**config.mk**
```make
export PLATFORM = sky130hd
export DESIGN_NAME = lift_call_scheduler_flat
export DESIGN_NICKNAME = d
export VERILOG_FILES = /design/src/rtl/lift_pkg.sv /design/src/rtl/lift_call_scheduler_if.sv /design/src/rtl/lift_floor_search.sv /design/src/rtl/lift_call_scheduler.sv /design/src/flat_wrapper.sv
export SDC_FILE = /design/constraint.sdc
export NUM_CORES = 1
export LEC_CHECK = 0
export CORE_ASPECT_RATIO = 0.8
export CORE_UTILIZATION = 30
export DETAILED_ROUTE_END_ITERATION = 8
export SYNTH_ARGS = -nofsm -noshare
export SYNTH_HDL_FRONTEND = slang
export SYNTH_SLANG_ARGS = --single-unit
```
**constraint.sdc**
```tcl
create_clock -name clk -period 3.05 [get_ports clk]
set_input_delay 0.7625 -clock clk [delete_from_list [all_inputs] [get_ports clk]]
set_output_delay 0.7625 -clock clk [all_outputs]
set_load 0.05 [all_outputs]
```
**src/rtl/lift_pkg.sv**
```systemverilog
// Shared constants and state codes for the lift scheduler and lift controller.
package lift_pkg;

  localparam int N_FLOORS_DEF = 11;
  localparam int FLOOR_W_DEF  = 4;

  typedef enum logic [1:0] {
    SCHED_IDLE = 2'd0,
    SCHED_UP   = 2'd1,
    SCHED_DOWN = 2'd2
  } sched_state_e;

  // Door and motion codes used by the lift controller on the other side.
  typedef enum logic [1:0] {
    DOOR_CLOSED  = 2'd0,
    DOOR_OPENING = 2'd1,
    DOOR_OPEN    = 2'd2,
    DOOR_CLOSING = 2'd3
  } door_state_e;

  typedef enum logic [1:0] {
    MOVE_STOP = 2'd0,
    MOVE_UP   = 2'd1,
    MOVE_DOWN = 2'd2
  } move_state_e;

endpackage

```
**src/rtl/lift_call_scheduler_if.sv**
```systemverilog
// Call-button / controller bundle between the call scheduler and the lift controller.
interface lift_call_scheduler_if #(
  parameter int N_FLOORS = 11,
  parameter int FLOOR_W  = 4
);
  logic [N_FLOORS-1:0] call_req;
  logic [FLOOR_W-1:0]  car_floor;
  logic                arrive;
  logic [FLOOR_W-1:0]  target_floor;
  logic                target_valid;
  logic                dir_up;
  logic [N_FLOORS-1:0] pending;
  logic                busy;

  modport slave (
    input  call_req, car_floor, arrive,
    output target_floor, target_valid, dir_up, pending, busy
  );

  modport master (
    output call_req, car_floor, arrive,
    input  target_floor, target_valid, dir_up, pending, busy
  );
endinterface

```
**src/rtl/lift_floor_search.sv**
```systemverilog
// Combinational search of the pending vector relative to the car position:
// masks floors above/below the car, then priority-encodes the nearest one.
module lift_floor_search #(
  parameter int N_FLOORS = 11,
  parameter int FLOOR_W  = 4
) (
  input  logic [N_FLOORS-1:0] pending,
  input  logic [FLOOR_W-1:0]  car_floor,
  output logic                any_above,
  output logic                any_below,
  output logic                any_here,
  output logic [FLOOR_W-1:0]  lowest_above,
  output logic [FLOOR_W-1:0]  highest_below
);

  logic [N_FLOORS-1:0] above, below;

  always_comb begin
    above    = '0;
    below    = '0;
    any_here = 1'b0;
    for (int i = 0; i < N_FLOORS; i++) begin
      above[i] = pending[i] && (FLOOR_W'(i) > car_floor);
      below[i] = pending[i] && (FLOOR_W'(i) < car_floor);
      if (pending[i] && (FLOOR_W'(i) == car_floor)) any_here = 1'b1;
    end
  end

  assign any_above = |above;
  assign any_below = |below;

  // Scan order makes the last hit win: downward for lowest, upward for highest.
  always_comb begin
    lowest_above  = '0;
    highest_below = '0;
    for (int i = N_FLOORS - 1; i >= 0; i--)
      if (above[i]) lowest_above = FLOOR_W'(i);
    for (int i = 0; i < N_FLOORS; i++)
      if (below[i]) highest_below = FLOOR_W'(i);
  end

endmodule

```
**src/rtl/lift_call_scheduler.sv**
```systemverilog
// SCAN-policy call scheduler: latches floor calls and picks the next target
// floor in the current sweep direction, reversing when the sweep runs dry.
module lift_call_scheduler
  import lift_pkg::*;
#(
  parameter int N_FLOORS = N_FLOORS_DEF,
  parameter int FLOOR_W  = FLOOR_W_DEF
) (
  input  logic                  clk,
  input  logic                  rst,
  lift_call_scheduler_if.slave  bus
);

  sched_state_e        state_q, state_d;
  logic [N_FLOORS-1:0] pending_q, clr;
  logic [FLOOR_W-1:0]  tgt_q, tgt_d, eff_floor;
  logic                vld_q, vld_d, dir_q, dir_d, busy_q;
  logic                floor_ok;
  logic                any_above, any_below, any_here;
  logic [FLOOR_W-1:0]  lowest_above, highest_below;

  // Out-of-range car positions never clear a call and search as floor 0.
  assign floor_ok  = int'(bus.car_floor) < N_FLOORS;
  assign eff_floor = floor_ok ? bus.car_floor : '0;

  always_comb begin
    clr = '0;
    for (int i = 0; i < N_FLOORS; i++)
      clr[i] = bus.arrive && floor_ok && (bus.car_floor == FLOOR_W'(i));
  end

  lift_floor_search #(.N_FLOORS(N_FLOORS), .FLOOR_W(FLOOR_W)) u_search (
    .pending       (pending_q),
    .car_floor     (eff_floor),
    .any_above     (any_above),
    .any_below     (any_below),
    .any_here      (any_here),
    .lowest_above  (lowest_above),
    .highest_below (highest_below)
  );

  always_comb begin
    state_d = state_q;
    tgt_d   = tgt_q;
    vld_d   = 1'b0;
    dir_d   = dir_q;
    case (state_q)
      SCHED_IDLE: begin
        if (any_above) begin
          state_d = SCHED_UP;   tgt_d = lowest_above;  vld_d = 1'b1; dir_d = 1'b1;
        end else if (any_below) begin
          state_d = SCHED_DOWN; tgt_d = highest_below; vld_d = 1'b1; dir_d = 1'b0;
        end else if (any_here) begin
          tgt_d = eff_floor; vld_d = 1'b1;
        end
      end
      SCHED_UP: begin
        if (any_above) begin
          tgt_d = lowest_above; vld_d = 1'b1;
        end else if (any_below) begin
          state_d = SCHED_DOWN; tgt_d = highest_below; vld_d = 1'b1; dir_d = 1'b0;
        end else begin
          state_d = SCHED_IDLE;
          if (any_here) begin tgt_d = eff_floor; vld_d = 1'b1; end
        end
      end
      SCHED_DOWN: begin
        if (any_below) begin
          tgt_d = highest_below; vld_d = 1'b1;
        end else if (any_above) begin
          state_d = SCHED_UP; tgt_d = lowest_above; vld_d = 1'b1; dir_d = 1'b1;
        end else begin
          state_d = SCHED_IDLE;
          if (any_here) begin tgt_d = eff_floor; vld_d = 1'b1; end
        end
      end
      default: state_d = SCHED_IDLE;
    endcase
  end

  always_ff @(posedge clk or posedge rst) begin
    if (rst) begin
      pending_q <= '0;
      state_q   <= SCHED_IDLE;
      tgt_q     <= '0;
      vld_q     <= 1'b0;
      dir_q     <= 1'b1;
      busy_q    <= 1'b0;
    end else begin
      // Clear beats set: a call at the floor being served is absorbed.
      pending_q <= (pending_q | bus.call_req) & ~clr;
      state_q   <= state_d;
      tgt_q     <= tgt_d;
      vld_q     <= vld_d;
      dir_q     <= dir_d;
      busy_q    <= (state_d != SCHED_IDLE);
    end
  end

  assign bus.pending      = pending_q;
  assign bus.target_floor = tgt_q;
  assign bus.target_valid = vld_q;
  assign bus.dir_up       = dir_q;
  assign bus.busy         = busy_q;

endmodule

```
**src/flat_wrapper.sv**
```systemverilog
// flat-port wrapper written by rule: the top's interface ports become plain ports
module lift_call_scheduler_flat import lift_pkg::*;
#(
  parameter int N_FLOORS = N_FLOORS_DEF,
  parameter int FLOOR_W  = FLOOR_W_DEF
)
  (clk, rst, bus_call_req, bus_car_floor, bus_arrive, bus_target_floor, bus_target_valid, bus_dir_up, bus_pending, bus_busy);
  lift_call_scheduler_if #(.N_FLOORS(N_FLOORS), .FLOOR_W(FLOOR_W)) bus_i ();
  input  logic clk;
  input  logic rst;
  input wire logic [$bits(bus_i.call_req)-1:0] bus_call_req;
  input wire logic [$bits(bus_i.car_floor)-1:0] bus_car_floor;
  input wire logic [$bits(bus_i.arrive)-1:0] bus_arrive;
  output wire logic [$bits(bus_i.target_floor)-1:0] bus_target_floor;
  output wire logic [$bits(bus_i.target_valid)-1:0] bus_target_valid;
  output wire logic [$bits(bus_i.dir_up)-1:0] bus_dir_up;
  output wire logic [$bits(bus_i.pending)-1:0] bus_pending;
  output wire logic [$bits(bus_i.busy)-1:0] bus_busy;
  assign bus_i.call_req = bus_call_req;
  assign bus_i.car_floor = bus_car_floor;
  assign bus_i.arrive = bus_arrive;
  assign bus_target_floor = bus_i.target_floor;
  assign bus_target_valid = bus_i.target_valid;
  assign bus_dir_up = bus_i.dir_up;
  assign bus_pending = bus_i.pending;
  assign bus_busy = bus_i.busy;
  lift_call_scheduler #(.N_FLOORS(N_FLOORS), .FLOOR_W(FLOOR_W)) u_core (.clk(clk), .rst(rst), .bus(bus_i));
endmodule
```
* Yosys cells after proc, flatten, opt, wreduce, memory -nomap -nowiden *
Index checks and enable logic that the tools add are counted.

word-level totals
  logic and storage cells = 170
  input bits = 18
  register bits = 20
  output and inout bits = 18

cells by class
  eq/ne operators = 25
  mux-type cells = 58
  reductions and logical operators = 55
  order comparisons = 23
  bitwise operators = 3

operators by type and width
  cell                number
  $mux 4              26
  $logic_and 1x1->1   45
  $mux 1              23
  $reduce_or 11->1    2
  $eq 3x4->1 const A  4
  $eq 4x3->1 const B  4
  $gt 3x4->1 const A  4
  $lt 3x4->1 const A  4
  $eq 4x4->1 const A  3
  $eq 4x4->1 const B  3
  $gt 4x4->1 const A  3
  $lt 4x4->1 const A  3
  $and 11x11->11      1
  $not 11->11         1
  $or 11x11->11       1
  $mux 2              5
  $eq 2x4->1 const A  2
  $eq 4x2->1 const B  2
  $gt 1x4->1 const A  2
  $gt 2x4->1 const A  2
  $logic_not 4->1     2
  $lt 1x4->1 const A  2
  $lt 2x4->1 const A  2
  $pmux 4 s2          1
  other kinds (15)    17

* Logic depth before layout (Yosys ltp) *
  depth after elaboration = 19
  mapped depth = 10

* Cells and area by module *
Synthesis repeated with hierarchy kept, for this count alone.

second synthesis, totals
  cell total of the unflattened synthesis = 208
  area, all modules = 1,696.6 µm²

modules (own cells, without submodules)
  module               area each (µm²)  times used  cells each
  lift_call_scheduler  1,004.7          1           98
  lift_floor_search    691.9            1           110

* Least setup slack after synthesis *
OpenSTA, ideal clock, no wires.

  path kind = input port to flip-flop
  start = input bus_car_floor[1]
  end = register u_core.busy_q (netlist: u_core.bus.busy)
  path slack = 0.462 ns
  stages on the path = 8
  data arrival time = 2.447 ns
  library setup time = 0.141 ns
  required time = 2.909 ns
  buffers on the path = 2
  cell sequence = buf_4 > a21o_4 > a22o_1 > a21o_1 > or3_1 > buf_6 > a221oi_2 > a41oi_1

between the ends
  word-level cells in the longest chain between the ends = 9
  elaborated cells between the ends (all ways) = 56
  classes of those cells = 23 x order compare; 8 x mux; 25 x reduce/logical

RTL lines
  element                                      line                                                                             text
  start, declared                              flat_wrapper.sv:12                                                               input wire logic [$bits(bus_i.car_floor)-1:0] bus_car_floor;
  $lt 4x4->1                                   lift_call_scheduler.sv:23                                                        assign floor_ok = int'(bus.car_floor) < N_FLOORS;
  $mux 4 (*)                                   lift_call_scheduler.sv:24                                                        assign eff_floor = floor_ok ? bus.car_floor : '0;
  $gt 1x4->1, or another cell as far along     lift_floor_search.sv:23                                                          above[i] = pending[i] && (FLOOR_W'(i) > car_floor);
  $logic_and 1x1->1, on equally long branches  lift_floor_search.sv:23, lift_floor_search.sv:24
  $reduce_or 11->1, on equally long branches   lift_floor_search.sv:29, lift_floor_search.sv:30
  $mux 1, or another cell as far along         lift_call_scheduler.sv:70                                                        end else if (any_above) begin
  $mux 2, on equally long branches             lift_call_scheduler.sv:68, lift_call_scheduler.sv:49, lift_call_scheduler.sv:58
  $pmux 2 s3 (*)                               lift_call_scheduler.sv:47                                                        case (state_q)
  $reduce_bool 2->1 (*)                        lift_call_scheduler.sv:96                                                        busy_q <= (state_d != SCHED_IDLE);
  end signal, assigned                         lift_call_scheduler.sv:96
  end, declared                                lift_call_scheduler.sv:17                                                        logic vld_q, vld_d, dir_q, dir_d, busy_q;

Every way passes the cells marked *; elsewhere a longest branch is shown, timed or not.
A chain may end at the register's enable or synchronous reset.

* Worst setup path after layout *
Same ends and word-level chain as after synthesis.

==> summary.md <==
| Metric | Value |
|---|---|
| Clk_lat worst skew | between 200 and 300 ps |
| Fillers | ~580 |
| Vias/cell | 5.32 |
| N_diodes | 0 |
| Clock skew | ~2.8 ps |
| Syn Nets | about 260 |
| Slew headroom | 0.449 |
| # IOs | 36 |
| R2R Path Start | u_core.bus.pending[3] |
| Most frequent cells in the layout | buf_4 (54), clkdlybuf4s50_1 (33), nor2_1 (30) |
| Endpoint type of the worst setup path | register |
| Area of placed instances | about 2600 sq um |
| PD cells | 404 nW/um^2 |
| Avg Inst Size Synth | just under 8 sq um |
| Seq/Total Area, Yosys | 0.274 |
| Die area | roughly 6400 sq um |
| Worst setup path class | in2reg |
| Number of gates resized after CTS | 0 |
| Tot Pwr | around 1.1 mW |
| Design area | ~2700 sq um |
| Core Region | between 5000 and 6000 sq um |
| Worst-Margin Slew | 826 ps |
| Main synth FF type | dfrtp_1 |
| Hold path endpoint | u_core.bus.target_floor[3] |
| Max Buffers Root-to-Sink | 2 |
| Synth Register Bits | 20 |
| Max cap viols | 0 |
| Data arrival time of the critical path | 2970 ps |
| Min-Delay Path Depth | 2 |
| Post-DP HPWL | ~4500 um |
| Initial Util | 0.310 |
| Synth-to-layout area growth | 45.4% |
| Synthesized cell area | about 1800 sq um |
| Top post-synthesis cells by area | dfrtp_1 (26%), nor2_1 (6.1%), a21oi_1 (5.2%) |
| Count of final setup violators | 0 |
| Via count | about 2100 |
| CTS Root Cell | clkbuf_8 |
| Drt drc | 0 |
| Clock Sinks | 20 |
| Final period util | 0.929 |
| Worst path required time | roughly 3200 ps |
| # nets final | 334 |
| Crit path from | bus_car_floor[1] |
| Crit path max fanout | 5 |
| Leakage | approximately 1.1 nW |
| Non-filler cells, final | between 300 and 400 |
| Num rows | 25 |
| Startpoint Class | input pin |
| Largest net degree at the start of global routing | 21 |
| Finished Core Util | 0.451 |
| Post-synth EDFFs | 0 |
| Post-Route WL | a little under 6000 um |
| Fin. Hold Viols | 0 |
| Min Tclk post-route | approximately 2800 ps |
| Yosys cell types | 58 |
| R2R Setup Slk | between 700 and 800 ps |
| RSZ-0062 raised after global routing | no |
| Num CTS Buffers | 3 |
| First-pass GRT wire length | approximately 9900 um |
| DRT iter0 DRCs | between 200 and 300 |
| Fraction of registers with async set/reset | 1.00 |
| Status | finished, final reports clean |
| Initial antenna violation count | 0 |
| Setup TNS | 0 ps |
| Placed cells | about 390 |
| Mapped Cells | between 200 and 250 |
| Hold WC Path Type | reg2reg |
| CTS H-tree lvls | 1 |
| Top-area cell type share of the netlist area | 0.259 |
| Post-CTS Setup Bufs | 0 |
| Leading area contributor after synthesis | dfrtp_1 |
| Ys Warns | 0 |
| Slew Limit Fails | 0 |
| Layout cell share with drive strength beyond 1 | 0.245 |
| GR Util All Layers | 0.199 |
| Clock tree from TritonCTS | done |
| Clock Pin Slew Worst Setup and Hold Paths | 80 ps |
| Cts hold-fix bufs | 0 |
| Chip width | ~89 um |
| Die Height | slightly above 70 um |
| VDD IR max | 146 uV |
| Worst Hold Launch | u_core.bus.target_floor[3] |
| Detailed Routing Iterations Pass 1 | 6 |
| Most common cell after layout, fill and taps aside | buf_4 |
| Grt total ovfl | 0 |
| Worst Reg-to-Reg Cells | 6 |
| Final GP Congestion | roughly 0.95 |
| Number of I/O port buffers | 35 |
| Wire per inst | ~15 um |
| FF-to-FF End | u_core.bus.busy |
| Vias in the first global route | roughly 2000 |
| Routed Antenna Nets | 0 |
| Highest clock rate | 0.353 GHz |
==> worst max-delay path: stages <==
cell,delay (ps)
clkdlybuf4s50_1,430
buf_4,170
nor4_1,410
a22o_1,230
a21o_1,130
buf_4,140
nor3_1,60
buf_4,140
and3_1,170
a31oi_1,180
a41oi_1,140
==> layer usage <==
metal,GRT usage,vias up,part of all wire
met3,0.0148,4,0.058
met5,0,-,0
met1,0.317,961,0.51
li1,-,1040,-
met4,0.0600,0,0.010
met2,0.282,76,0.42
==> cell families after synthesis <==
family	count (synthesis)	share of synthesized area
AO/OA/AOI/OAI	98	0.374
flip-flops	20	0.274
adder cells (fa/ha/maj)	5	0.0341
multiplexers	2	0.0116
AND/OR/NAND/NOR	84	0.234
buffers and inverters	27	0.0730
==> power breakdown <==
group | total [mW] | leakage, nW | internal (mW) | switching (mW)
logic | 0.518 | 0.849 | 0.221 | 0.298
clock network | 0.216 | 0.0288 | 0.115 | 0.101
registers | 0.342 | 0.207 | 0.307 | 0.0353
total | 1.08 | 1.08 | 0.643 | 0.433
==> synthesized netlist by cell type, types with 6 or more instances <==
library cell	number
nand2_1	9
inv_1	8
o22ai_1	8
a31oi_1	15
nor3_1	7
and2_1	6
a21oi_1	19
nor2_1	30
clkbuf_1	8
o21ai_0	14
dfrtp_1	19
==> through the flow <==
step / setup WS [ps] / hold slack, ps
global placement: -192 / 497
global route: 56.9 / 558
floorplan: 462 / 607
detailed placement: -246 / 503
CTS: 50.5 / 522
finish: 215 / 516
==> sequential cells by signal, indices dropped and copies added (netlist names) <==
register,flops
u_core.bus.busy,1
u_core.bus.pending,11
u_core.bus.target_floor,4
u_core.bus.target_valid,1
u_core.bus.dir_up,1
u_core.state_q,2
==> cell type report <==
class | instances | area (sq um) | area share
Tap cell | 81 | 101 | 0.0380
Multi-Input combinational cell | 189 | 1220 | 0.457
Sequential cell | 20 | 502 | 0.188
Clock buffer | 4 | 55.1 | 0.0206
Timing Repair Buffer | 89 | 761 | 0.285
Inverter | 8 | 30.0 | 0.0113
==> worst max-delay path by stage <==
stage                                       endpoint
final                                u_core.bus.busy
after global routing      u_core.bus.target_floor[1]
after CTS                            u_core.bus.busy
after detailed placement             u_core.bus.busy
after global placement               u_core.bus.busy
after floorplan                      u_core.bus.busy
(Power assumes the default switching activity.)
